<file path="src/rtl/fb_wr_rgb565_pkg.sv">
// Shared definitions for the RGB565 frame-buffer writer and the LCD scan-out side.
//   H_ACTIVE / V_ACTIVE : panel geometry (480x272), also used by the LCD controller
//   FB_ADDR_W           : frame-buffer address width, holds H_ACTIVE*V_ACTIVE-1
//   FB_DATA_W           : RGB565 word width
//   fb_wr_state_e       : writer FSM state encoding
//   rgb888_to_565       : truncating colour-depth reduction
package fb_wr_rgb565_pkg;

    localparam int H_ACTIVE  = 480;
    localparam int V_ACTIVE  = 272;
    localparam int FB_ADDR_W = 17;
    localparam int FB_DATA_W = 16;

    typedef enum logic [1:0] {
        ST_IDLE     = 2'd0,
        ST_WAIT_SOF = 2'd1,
        ST_WRITE    = 2'd2,
        ST_DONE     = 2'd3
    } fb_wr_state_e;

    // Plain truncation: the low bits are discarded, never rounded.
    function automatic logic [FB_DATA_W-1:0] rgb888_to_565(
        input logic [7:0] r,
        input logic [7:0] g,
        input logic [7:0] b
    );
        return {r[7:3], g[7:2], b[7:3]};
    endfunction

endpackage

</file>
<file path="src/rtl/fb_addr_gen.sv">
// Raster position and frame-buffer address tracker for the frame writer.
//   clk, rst_n : clock, asynchronous active-low reset
//   step       : one pixel written at the current position (ignored when restart)
//   eol        : together with step, the pixel just written closes its line
//   restart    : the pixel just written was (0,0); position moves to (1,0)
//   x, y       : position of the next pixel to be written
//   addr       : frame-buffer address of the next pixel (y*H_ACTIVE + x)
//   last_pix   : next pixel is the final one of the frame
module fb_addr_gen #(
    parameter int H_ACTIVE = fb_wr_rgb565_pkg::H_ACTIVE,
    parameter int V_ACTIVE = fb_wr_rgb565_pkg::V_ACTIVE,
    parameter int ADDR_W   = fb_wr_rgb565_pkg::FB_ADDR_W,
    parameter int X_W      = $clog2(H_ACTIVE),
    parameter int Y_W      = $clog2(V_ACTIVE + 1)
) (
    input  logic              clk,
    input  logic              rst_n,
    input  logic              step,
    input  logic              eol,
    input  logic              restart,
    output logic [X_W-1:0]    x,
    output logic [Y_W-1:0]    y,
    output logic [ADDR_W-1:0] addr,
    output logic              last_pix
);

    logic [X_W-1:0]    x_q, x_d;
    logic [Y_W-1:0]    y_q, y_d;
    logic [ADDR_W-1:0] base_q, base_d;
    logic [ADDR_W-1:0] addr_q, addr_d;

    // The line base steps by H_ACTIVE per line so the address is never
    // formed with a multiplier; an early EOL simply jumps to the next base.
    always_comb begin
        x_d    = x_q;
        y_d    = y_q;
        base_d = base_q;
        addr_d = addr_q;
        if (restart) begin
            x_d    = X_W'(1);
            y_d    = '0;
            base_d = '0;
            addr_d = ADDR_W'(1);
        end else if (step) begin
            if (eol) begin
                x_d    = '0;
                y_d    = y_q + Y_W'(1);
                base_d = base_q + ADDR_W'(H_ACTIVE);
                addr_d = base_q + ADDR_W'(H_ACTIVE);
            end else begin
                x_d    = x_q + X_W'(1);
                addr_d = addr_q + ADDR_W'(1);
            end
        end
    end

    always_ff @(posedge clk or negedge rst_n) begin
        if (!rst_n) begin
            x_q    <= '0;
            y_q    <= '0;
            base_q <= '0;
            addr_q <= '0;
        end else begin
            x_q    <= x_d;
            y_q    <= y_d;
            base_q <= base_d;
            addr_q <= addr_d;
        end
    end

    assign x        = x_q;
    assign y        = y_q;
    assign addr     = addr_q;
    assign last_pix = (x_q == X_W'(H_ACTIVE - 1)) && (y_q == Y_W'(V_ACTIVE - 1));

endmodule

</file>
<file path="src/rtl/fb_wr_rgb565.sv">
// Frame-buffer writer: takes one RGB888 stream frame (valid/ready, SOF/EOL),
// converts to RGB565 and writes it at y*H_ACTIVE + x for the LCD scan-out.
//   iClk, iRsn              : clock, asynchronous active-low reset
//   iStart                  : arm one frame capture (IDLE only)
//   iPixValid/Sof/Eol/R/G/B : pixel stream beat
//   oPixReady               : beat accepted when iPixValid & oPixReady
//   oRamWrEn/Addr/Data      : registered RAM write port, one cycle after accept
//   oBusy                   : capture in progress (WAIT_SOF, WRITE, DONE)
//   oFrameDone              : pulse together with the final pixel's write
//   oErrLen                 : sticky framing error, cleared by iStart in IDLE
//
// state       | meaning
// ------------+-------------------------------------------------------
// ST_IDLE     | not armed, no beats accepted
// ST_WAIT_SOF | armed; non-SOF beats are dropped, SOF starts the frame
// ST_WRITE    | writing pixels, checking line length and stray SOF
// ST_DONE     | one cycle after the last pixel was accepted
module fb_wr_rgb565 #(
    parameter int H_ACTIVE = fb_wr_rgb565_pkg::H_ACTIVE,
    parameter int V_ACTIVE = fb_wr_rgb565_pkg::V_ACTIVE,
    parameter int ADDR_W   = fb_wr_rgb565_pkg::FB_ADDR_W
) (
    input  logic              iClk,
    input  logic              iRsn,
    input  logic              iStart,
    input  logic              iPixValid,
    input  logic              iPixSof,
    input  logic              iPixEol,
    input  logic [7:0]        iPixR,
    input  logic [7:0]        iPixG,
    input  logic [7:0]        iPixB,
    output logic              oPixReady,
    output logic              oRamWrEn,
    output logic [ADDR_W-1:0] oRamWrAddr,
    output logic [15:0]       oRamWrData,
    output logic              oBusy,
    output logic              oFrameDone,
    output logic              oErrLen
);

    import fb_wr_rgb565_pkg::*;

    localparam int X_W = $clog2(H_ACTIVE);
    localparam int Y_W = $clog2(V_ACTIVE + 1);

    fb_wr_state_e      state_q, state_d;
    logic              wr_en_q, wr_en_d;
    logic [ADDR_W-1:0] wr_addr_q, wr_addr_d;
    logic [15:0]       wr_data_q, wr_data_d;
    logic              frame_done_q, frame_done_d;
    logic              err_len_q, err_len_d;

    logic              pix_ready;
    logic              accept;
    logic              ag_step;
    logic              ag_eol;
    logic              ag_restart;
    logic [X_W-1:0]    ag_x;
    logic [Y_W-1:0]    ag_y;
    logic [ADDR_W-1:0] ag_addr;
    logic              ag_last_pix;
    logic              x_at_end;
    logic              unused_y;

    fb_addr_gen #(
        .H_ACTIVE (H_ACTIVE),
        .V_ACTIVE (V_ACTIVE),
        .ADDR_W   (ADDR_W),
        .X_W      (X_W),
        .Y_W      (Y_W)
    ) u_addr_gen (
        .clk      (iClk),
        .rst_n    (iRsn),
        .step     (ag_step),
        .eol      (ag_eol),
        .restart  (ag_restart),
        .x        (ag_x),
        .y        (ag_y),
        .addr     (ag_addr),
        .last_pix (ag_last_pix)
    );

    // Row index is tracked for the address generator's own end-of-frame
    // detection; the writer itself only needs last_pix.
    assign unused_y = ^ag_y;

    assign pix_ready = (state_q == ST_WAIT_SOF) || (state_q == ST_WRITE);
    assign accept    = iPixValid && pix_ready;
    assign x_at_end  = (ag_x == X_W'(H_ACTIVE - 1));

    always_comb begin
        state_d      = state_q;
        wr_en_d      = 1'b0;
        wr_addr_d    = wr_addr_q;
        wr_data_d    = wr_data_q;
        frame_done_d = 1'b0;
        err_len_d    = err_len_q;
        ag_step      = 1'b0;
        ag_eol       = 1'b0;
        ag_restart   = 1'b0;

        case (state_q)
            ST_IDLE: begin
                if (iStart) begin
                    err_len_d = 1'b0;
                    state_d   = ST_WAIT_SOF;
                end
            end

            ST_WAIT_SOF: begin
                if (accept && iPixSof) begin
                    ag_restart = 1'b1;
                    wr_en_d    = 1'b1;
                    wr_addr_d  = '0;
                    wr_data_d  = rgb888_to_565(iPixR, iPixG, iPixB);
                    state_d    = ST_WRITE;
                end
            end

            ST_WRITE: begin
                if (accept) begin
                    wr_en_d   = 1'b1;
                    wr_data_d = rgb888_to_565(iPixR, iPixG, iPixB);
                    if (iPixSof) begin
                        // Stray SOF restarts the frame; any EOL on the same beat is moot.
                        err_len_d  = 1'b1;
                        ag_restart = 1'b1;
                        wr_addr_d  = '0;
                    end else begin
                        wr_addr_d = ag_addr;
                        ag_step   = 1'b1;
                        // A missing EOL wraps exactly as a present one would.
                        ag_eol    = iPixEol || x_at_end;
                        if (iPixEol != x_at_end) begin
                            err_len_d = 1'b1;
                        end
                        if (ag_last_pix) begin
                            frame_done_d = 1'b1;
                            state_d      = ST_DONE;
                        end
                    end
                end
            end

            ST_DONE: begin
                state_d = ST_IDLE;
            end

            default: begin
                state_d = ST_IDLE;
            end
        endcase
    end

    always_ff @(posedge iClk or negedge iRsn) begin
        if (!iRsn) begin
            state_q      <= ST_IDLE;
            wr_en_q      <= 1'b0;
            wr_addr_q    <= '0;
            wr_data_q    <= '0;
            frame_done_q <= 1'b0;
            err_len_q    <= 1'b0;
        end else begin
            state_q      <= state_d;
            wr_en_q      <= wr_en_d;
            wr_addr_q    <= wr_addr_d;
            wr_data_q    <= wr_data_d;
            frame_done_q <= frame_done_d;
            err_len_q    <= err_len_d;
        end
    end

    assign oPixReady  = pix_ready;
    assign oRamWrEn   = wr_en_q;
    assign oRamWrAddr = wr_addr_q;
    assign oRamWrData = wr_data_q;
    assign oBusy      = (state_q != ST_IDLE);
    assign oFrameDone = frame_done_q;
    assign oErrLen    = err_len_q;

endmodule

</file>
<file path="config.mk">
export PLATFORM = sky130hd
export DESIGN_NAME = fb_wr_rgb565
export DESIGN_NICKNAME = d
export VERILOG_FILES = /design/src/rtl/fb_wr_rgb565_pkg.sv /design/src/rtl/fb_addr_gen.sv /design/src/rtl/fb_wr_rgb565.sv
export SDC_FILE = /design/constraint.sdc
export NUM_CORES = 1
export LEC_CHECK = 0
export ABC_AREA = 1
export BUFFER_PORTS_ARGS = -buffer_cell sky130_fd_sc_hd__buf_2
export CORE_MARGIN = 4
export CORE_UTILIZATION = 61
export CTS_CLUSTER_SIZE = 14
export DETAILED_ROUTE_END_ITERATION = 8
export PLACE_DENSITY_LB_ADDON = 0.3
export SLEW_MARGIN = 20
export SYNTH_ARGS = -nofsm -noshare
export SYNTH_HDL_FRONTEND = slang
export SYNTH_SLANG_ARGS = --single-unit
</file>
<file path="constraint.sdc">
create_clock -name iClk -period 3.06 [get_ports iClk]
set_clock_uncertainty 0.15 [all_clocks]
set_input_delay 0.153 -clock iClk [delete_from_list [all_inputs] [get_ports iClk]]
set_output_delay 0.153 -clock iClk [all_outputs]
set_load 0.1 [all_outputs]
</file>
Word level (Yosys, flattened, before mapping)
Index checks and enable logic that the tools add are counted.
{ "word_totals": {"word_cells": 87, "inputBits": 30, "regBits": 90} }
{ "classes": {"addsub": 4, "n_mux": 46, "reduce_logical": 15, "eq_ne": 12} }
{ "op_table": {"columns": ["cell", "n"], "rows": [
  ["$mux 17", 9],
  ["$mux 9", 6],
  ["$pmux 17 s2", 1],
  ["$mux 16", 2],
  ["$pmux 16 s2", 1],
  ["$add 9x1->9 const B", 2],
  ["$eq 9x9->1 const B", 2],
  ["$mux 1", 18],
  ["$add 17x1->17 const B", 1],
  ["$add 17x9->17 const B", 1],
  ["$mux 2", 5],
  ["$reduce_bool 2->1", 5],
  ["$ne 2x2->1 const B", 4],
  ["$pmux 2 s4", 1],
  ["$pmux 1 s2", 3],
  ["$reduce_and 5->1", 1],
  ["$eq 2x2->1 const B", 2],
  ["$reduce_and 4->1", 1],
  ["$logic_and 1x1->1", 3],
  ["$ne 3x2->1 const B", 1],
  ["$reduce_and 3->1", 1],
  ["$eq 2x1->1 const B", 1],
  ["$logic_not 2->1", 1],
  ["$logic_or 1x1->1", 2],
  ["3 further kinds", 3]
]} }

Logic depth before layout (Yosys ltp)
Gate-level depths: netlist (run 1).
{ "logic_depth": {"depth_word": 8, "mapped_depth": 14} }

Hierarchy
A second synthesis (run 1) with hierarchy kept.
{ "unflattened": {"cells_unflattened": 568, "hier_area_um2": 4630.7} }
{ "modules_own_cells": {"columns": ["mod", "area_each_um2", "cells_each", "n_inst"], "rows": [
  ["fb_addr_gen", 2773.9, 371, 1],
  ["fb_wr_rgb565", 1856.8, 197, 1]
]} }

Least setup slack after synthesis (run 1)
OpenSTA, ideal clock, no wires.
{ "synth_timing": {"path_type": "register to register", "start": "register state_q[0]", "end": "register u_addr_gen.y_q[1] (netlist: u_addr_gen.y[1])", "t_arrival_ns": 2.274, "path_buffers": 0, "setup_ns": 0.121, "synth_period_minus_slack_ns": 2.545, "path_stages_with_launch": 11, "setup_slack_ns": 0.515, "cell_sequence": "dfrtp_1 -> inv_1 -> ha_1 -> nand2_1 -> inv_1 -> nand2_4 -> nor2_4 -> inv_2 -> nand2_2 -> inv_2 -> a22o_1"} }
{ "synth_via": {"elab_chain_cells": 8, "elab_cells_between_ends": 16, "classes_between": "eq/ne: 2; mux: 8; reduce/logical: 6"} }
{ "synth_rtl": {"columns": ["element", "line", "source"], "rows": [
  ["start: declaration", "fb_wr_rgb565.sv:46", "fb_wr_state_e state_q, state_d;"],
  ["start signal: assignment", "fb_wr_rgb565.sv:164", "state_q <= state_d;"],
  ["$eq 2x1->1 or $eq 2x2->1 (tied branches)", "fb_wr_rgb565.sv:87", "assign pix_ready = (state_q == ST_WAIT_SOF) || (state_q == ST_WRITE);"],
  ["$logic_or 1x1->1 (*)", "fb_wr_rgb565.sv:87", null],
  ["named net oPixReady", "fb_wr_rgb565.sv:32", "output logic oPixReady,"],
  ["$logic_and 1x1->1 (*)", "fb_wr_rgb565.sv:88", "assign accept = iPixValid && pix_ready;"],
  ["$logic_and 1x1->1", "fb_wr_rgb565.sv:111", "if (accept && iPixSof) begin"],
  ["$mux 1", "fb_wr_rgb565.sv:111", null],
  ["$pmux 1 s2", "fb_wr_rgb565.sv:102", "case (state_q)"],
  ["$reduce_bool 2->1 (no source line)", null, null],
  ["$reduce_and 2->1 (no source line)", null, null],
  ["end signal: assignment", "fb_addr_gen.sv:65", "y_q <= y_d;"],
  ["end: declaration", "fb_addr_gen.sv:28", "logic [Y_W-1:0] y_q, y_d;"]
]} }
The timed path passes the listed nets; every way through them passes the cells marked *.
A chain may end at the register's enable or synchronous reset.

Worst setup path after layout (run 1)
{ "layout_timing": {"start": "register u_addr_gen.x_q[0] (netlist: u_addr_gen.x[0])", "end": "register u_addr_gen.addr_q[8] (netlist: u_addr_gen.addr[8])"} }
{ "layout_via": {"elab_chain_cells": 8} }
{ "layout_rtl": {"columns": ["element", "line", "source"], "rows": [
  ["start: declaration", "fb_addr_gen.sv:27", "logic [X_W-1:0] x_q, x_d;"],
  ["start signal: assignment", "fb_addr_gen.sv:59", "x_q <= '0;"],
  ["start signal: assignment", "fb_addr_gen.sv:64", "x_q <= x_d;"],
  ["$eq 9x9->1", "fb_wr_rgb565.sv:89", "assign x_at_end = (ag_x == X_W'(H_ACTIVE - 1));"],
  ["$logic_or 1x1->1", "fb_wr_rgb565.sv:133", "ag_eol = iPixEol || x_at_end;"],
  ["$mux 1", "fb_wr_rgb565.sv:124", "if (iPixSof) begin"],
  ["$mux 1", "fb_wr_rgb565.sv:121", "if (accept) begin"],
  ["$mux 1", "fb_wr_rgb565.sv:102", null],
  ["$mux 17", "fb_addr_gen.sv:45", "if (eol) begin"],
  ["$mux 17", "fb_addr_gen.sv:44", "end else if (step) begin"],
  ["$mux 17", "fb_addr_gen.sv:39", "if (restart) begin"],
  ["end signal: assignment", "fb_addr_gen.sv:67", "addr_q <= addr_d;"],
  ["end: declaration", "fb_addr_gen.sv:30", "logic [ADDR_W-1:0] addr_q, addr_d;"]
]} }
Every way passes these cells. The select of a mux whose other input is x is not followed.

==> results.yml, run 1 <==
run_status:
  status: "complete, no violations"
floorplan:
  pin_count: 68
  die_h_um: 93.03
  die_w_um: 93.03
  core_area_um2: 6907
  start_util_pct: 63.86
  die_area_um2: 8655
  rows: 30
logic_synthesis:
  syn_area_um2: 4410
  yosysTopAreaCellShare_pct: 48.23
  syn_nets: 617
  synth-edff-count: 0
  synth_largest_area_cell: "dfrtp_1"
  synth-main-ff-cell: "dfrtp_1"
  synth_cell_types: 32
  synth_common_cells: "nand2_1, dfrtp_1, inv_1"
  ys_ff_latch: 85
  avgSynthCellArea_um2: 7.617
  async_flop_share_pct: 100.0
  synth_area_leaders: "dfrtp_1, nand2_1, nand3_1"
  ys_warn_count: 0
  yosysMostFrequentCell: "nand2_1"
  yosysSeqAreaShare_pct: 48.23
  synthCells: 579
setup_path:
  r2r-start: "u_addr_gen.x[0]$_DFFE_PN0P_"
  cp_top_family: "simple AND/OR/NAND/NOR gates"
  crit_fanout: 20
  cp_slowest_cell: "dfrtp_1"
  critPathArrivalTime_ps: 2750
  required_ps: 3150
  critPathBufInv: 3
  critical-path-max-stage-delay_ps: 390
  path_class: "reg2reg"
  endpoint_kind: "flip-flop"
  cp-start-kind: "flip-flop"
  r2r_cells: 14
  crit_start: "u_addr_gen.x[0]$_DFFE_PN0P_"
  critical_path_depth: 14
  crit_chain: "ha_1 > nand2_1 > nor2_1 > inv_1 > nor2_1 > inv_1 > ha_1 > nor2_4 > buf_4 > nand2_1 > nor2_1 > nor2_1 > nand2_1 > nand2_1"
detailed_routing:
  ant_nets: 0
  drtIter0Drc: 333
  wl_per_cell_um: 13.72
  finalWirelength_um: 10370
  vias_per_cell: 5.426
  dr.pass1.iters: 5
  via_count: 4102
  drc: 0
placement:
  gp_congestion: 0.8511
  placed_cell_area_um2: 4776
  io_buffer_count: 59
  detailed_place_hpwl_um: 6759
layout:
  design_area_um2: 5164
  drive_above_1_share_pct: 14.24
  diodes: 0
  finalNetCount: 693
  fillers: 518
  area_growth_pct: 17.08
sta:
  finalCritPeriodShare_pct: 86.65
  layout_min_cycle_time_ps: 2651
  hold_viol_final: 0
  final-setup-viol-count: 0
  fmax_mhz: 377.2
  report.final.slew_viol_count: 0
  worst_pin_slew_ps: 760.5
  holdWs_ps: 77.96
  finalSetupTns_ps: 0
  maxSlewHeadroom_pct: 49.30
  rsz0062_at_grt: "no"
cts:
  cts.repair.resized: 0
  cts_sinks: 85
  cts_tree: "yes"
  root_buffer: "clkbuf_8"
  h-tree-depth: 3
  clock_latency_ps: 360
  clk_pin_slew_worst_paths_ps: 100
  cts_buffer_depth: 2
  cts-buffers-inserted: 9
power_and_ir_drop:
  peakVddDrop_mv: 0.6216
  total_leakage_power_nw: 2.797
  power_density_nw_per_um2: 1010
hold_path:
  hp-start: "iPixSof"
  hold_path_depth: 4
  hold_path_class: "in2reg"
global_routing:
  overflow: 0
  grt_pass1_vias: 3924
  grt_max_degree: 86
  antenna_found_initial: 0
  grt_pass1_wl_um: 17530
  grtUsageTotal_pct: 25.03
job:
  maxCapViolCount: 0
-- where the power goes --
| group | internal (W) | leakage [nW] | switching, W |
|---|---|---|---|
| clock network | 0.000390 | 0.103 | 0.000433 |
| registers | 0.00144 | 1.13 | 0.000250 |
| logic | 0.000532 | 1.57 | 0.00217 |
| total | 0.00236 | 2.80 | 0.00285 |
-- state kept, by name, indices dropped and copies added (netlist names) --
signal,flops
u_addr_gen.y,9
oErrLen,1
oRamWrAddr,17
oFrameDone,1
u_addr_gen.addr,17
state_q,2
u_addr_gen.base_q,12
u_addr_gen.x,9
oRamWrData,16
oRamWrEn,1
-- per-stage QoR --
stage	std cells	total power [W]	util, %	setup WS (ps)
floorplan	579	0.003884	-	514.7
global placement	722	0.004265	69.15	543.4
detailed placement	722	0.004366	69.15	478.5
CTS	756	0.005202	74.71	436.0
global route	756	0.005528	74.76	197.1
finish	756	0.005217	74.76	408.6
-- worst min-delay path, delay by kind of cell --
kind	cells	cell delay, ps
and+or+nand+nor	3	240
buffers and inverters	1	160
-- layout make-up --
type | instances | area, µm² | area share (%)
Clock buffer | 9 | 123.9 | 2.399
Clock inverter | 7 | 80.08 | 1.551
Inverter | 68 | 255.2 | 4.943
Multi-Input combinational cell | 410 | 1946 | 37.68
Sequential cell | 85 | 2127 | 41.19
Tap cell | 96 | 120.1 | 2.326
Timing Repair Buffer | 81 | 511.7 | 9.910
-- placed cells by master, fill, tap and decap left out, types with 4 or more instances in the layout --
master	Yosys	final
o21ai_1	7	7
o211ai_1	5	5
clkbuf_8	0	9
buf_2	12	58
xor2_1	6	6
o21ai_0	19	19
ha_1	8	8
nor3_1	7	7
nand2_1	210	210
nand3_1	55	55
a21oi_1	17	17
buf_4	2	4
dlygate4sd3_1	0	18
nand4_1	13	13
inv_1	62	62
nor2_1	39	39
dfrtp_1	85	85
inv_2	6	6
-- per-layer routing --
| layer | routed length (µm) | part of all wire [%] | GRT usage (%) | vias up |
|---|---|---|---|---|
| met4 | 220 | 2.1 | 9.646 | 0 |
| met3 | 415 | 4.0 | 4.023 | 22 |
| met5 | 0 | 0 | 0 | - |
| li1 | - | - | - | 2015 |
| met1 | 4577 | 44 | 31.41 | 1949 |
| met2 | 5160 | 50 | 43.43 | 116 |
-- timing repair --
action / in CTS / in global routing
endpoints found under the setup margin: 0 / 0
buffers inserted: 0 / 0
hold buffers: 18 / 0
endpoints found under the hold margin: 102 / 0
-- cells by family after synthesis --
kind of cell,count (synthesis),share of synthesized area [%]
xor gates and xnor gates,6,1.191
AOI/OAI and AO/OA,59,7.887
and+or+nand+nor,337,32.77
adders and majority gates,8,2.270
DFF,85,48.23
buffers and inverters,84,7.659
-- worst paths after layout --
path | endpoint | slack [ps]
setup / recovery | u_addr_gen.addr[8]$_DFFE_PN0P_ | 410
hold / removal | oRamWrAddr[1]$_DFFE_PN0P_ | 80
setup reg to reg | u_addr_gen.addr[8]$_DFFE_PN0P_ | 410
hold reg to reg | oRamWrData[8]$_DFFE_PN0P_ | 330
max in group asynchronous | u_addr_gen.y[2]$_DFFE_PN0P_ | 1950
min in group asynchronous | oRamWrData[1]$_DFFE_PN0P_ | 250
No activity file was read; power rests on OpenSTA's default activity.
==> run 2, diff against run 1 <==
CORE_ASPECT_RATIO = 0.6   (was unset)
==> run 2 against run 1 <==
Wire length rose by 4.2%. Maximum frequency barely moved. Die area rose by 0.52%. Non-clock buffer count fell by 1. Largest cell class unchanged. Largest power group unchanged.
==> results.yml, run 2 (synthesized netlist as in run 1, its figures left out) <==
setup_path:
  cp-start-kind: "flip-flop"
  critPathArrivalTime_ps: 2760
  r2r_slack_ps: 410
  endpoint_kind: "flip-flop"
  path_class: "reg2reg"
  crit_fanout: 32
  required_ps: 3170
layout:
  layout_commonest_cell: "nand2_1"
  area_growth_pct: 19.97
  finalNetCount: 692
  instances_no_fill: 746
  fin_util_pct: 77.26
  drive_above_1_share_pct: 13.81
  diodes: 0
  layout_common_cells: "nand2_1, dfrtp_1, inv_1"
sta:
  setup_ws_ps: 408.2
  layout_min_cycle_time_ps: 2652
  report.final.slew_viol_count: 0
  rsz0062_at_grt: "no"
  final-setup-viol-count: 0
  finalCritPeriodShare_pct: 86.66
  maxSlewHeadroom_pct: 56.87
  hold_viol_final: 0
  fmax_mhz: 377.1
  finalSetupTns_ps: 0
  worst_pin_slew_ps: 644.5
detailed_routing:
  ant_nets: 0
  via_count: 4115
  vias_per_cell: 5.516
  dr.pass1.iters: 5
  wl_per_cell_um: 14.49
  drtIter0Drc: 356
  finalWirelength_um: 10810
  drc: 0
cts:
  clk_pin_slew_worst_paths_ps: 60
  cts-buffers-inserted: 9
  cts.repair.resized: 0
  root_buffer: "clkbuf_16"
  cts_tree: "yes"
  cts_buffer_depth: 2
  clock_latency_ps: 340
  h-tree-depth: 3
  cts_sinks: 85
floorplan:
  die_w_um: 117.8
  die_h_um: 73.87
  pin_count: 68
  rows: 23
  start_util_pct: 64.40
  core_area_um2: 6849
  die_area_um2: 8699
power_and_ir_drop:
  total_leakage_power_nw: 2.860
  p_sw_share_pct: 50.54
  p_total_w: 0.005662
  power_density_nw_per_um2: 1070
  p_int_w: 0.002800
  comb_power_share_pct: 48.2
  pwr-share-seq_pct: 29.9
  peakVddDrop_mv: 1.412
  switching_power_w: 0.002861
  p_clk_share_pct: 21.9
global_routing:
  grt_pass1_vias: 3896
  antenna_found_initial: 0
  grtUsageTotal_pct: 26.36
  grt_max_degree: 46
  overflow: 0
  grt_pass1_wl_um: 18270
placement:
  dp_slack_ps: 509.9
  place_inst: 712
  io_buffer_count: 59
  gp_congestion: 0.9185
  detailed_place_hpwl_um: 7069
run_status:
  status: "complete, no violations"
job:
  maxCapViolCount: 0
hold_path:
  hold_path_class: "in2reg"
==> run 2: power groups by stage <==
stage	clock, W	combinational, W	sequential, W
4_1_cts	0.00125	0.00270	0.00169
6_report	0.00124	0.00273	0.00169
3_5_place_dp	0	0.00265	0.00170
2_1_floorplan	0	0.00121	0.00268
3_3_place_gp	0	0.00260	0.00169
5_1_grt	0.00131	0.00291	0.00174
==> run 2: through the flow <==
stage / hold slack [ps] / instance area (µm²)
floorplan: -292.6 / 4410
global route: 116.6 / 5291
CTS: 107.0 / 5291
detailed placement: 24.69 / 4770
global placement: 18.35 / 4770
finish: 116.5 / 5291
==> run 2: final cells by class <==
type                            instances  area, µm²
Sequential cell                        85       2127
Multi-Input combinational cell        410       1946
Fill cell                             485       1558
Timing Repair Buffer                   80      513.0
Inverter                               68      255.2
Clock buffer                           12      246.5
Tap cell                               87      108.9
Clock inverter                          4      95.09
==> run 2: worst paths after layout <==
path,from,end,cells past startpoint
worst min-delay path,iPixSof,oRamWrAddr[4]$_DFFE_PN0P_,4
worst max register to register,u_addr_gen.x[0]$_DFFE_PN0P_,u_addr_gen.y[5]$_DFFE_PN0P_,13
max in group asynchronous,iRsn,oErrLen$_DFFE_PN0P_,3
worst max-delay path,u_addr_gen.x[0]$_DFFE_PN0P_,u_addr_gen.y[5]$_DFFE_PN0P_,13
min in group asynchronous,iRsn,u_addr_gen.base_q[15]$_DFFE_PN0P_,2
worst min register to register,oRamWrData[14]$_DFFE_PN0P_,oRamWrData[14]$_DFFE_PN0P_,2
==> run 2: metal layers <==
metal  up-vias  GRT usage [%]  routed length (µm)  part of all wire [%]
met5         -              0                   0                     0
met4         0          10.00                 201                   1.9
met3        23          6.538                 658                   6.1
met2       136          41.98                5079                    47
met1      1959          35.52                4869                    45
li1       1997              -                   -                     -
==> run 2: what timing repair did <==
action	CTS	global route
hold buffers	18	0
buffers inserted	0	0
endpoints found under the hold margin	57	0
endpoints found under the setup margin	0	0
==> run 2: critical path, stage by stage, from the launching register on <==
cell     delay [ps]
dfrtp_1         390
ha_1            200
nand2_1          90
nor2_1          180
inv_1           100
nor2_1          130
inv_1            60
ha_1            280
nor2_4          150
buf_4           330
nand2_1         140
nor2_1          140
o21ai_0          90
a21oi_1         140
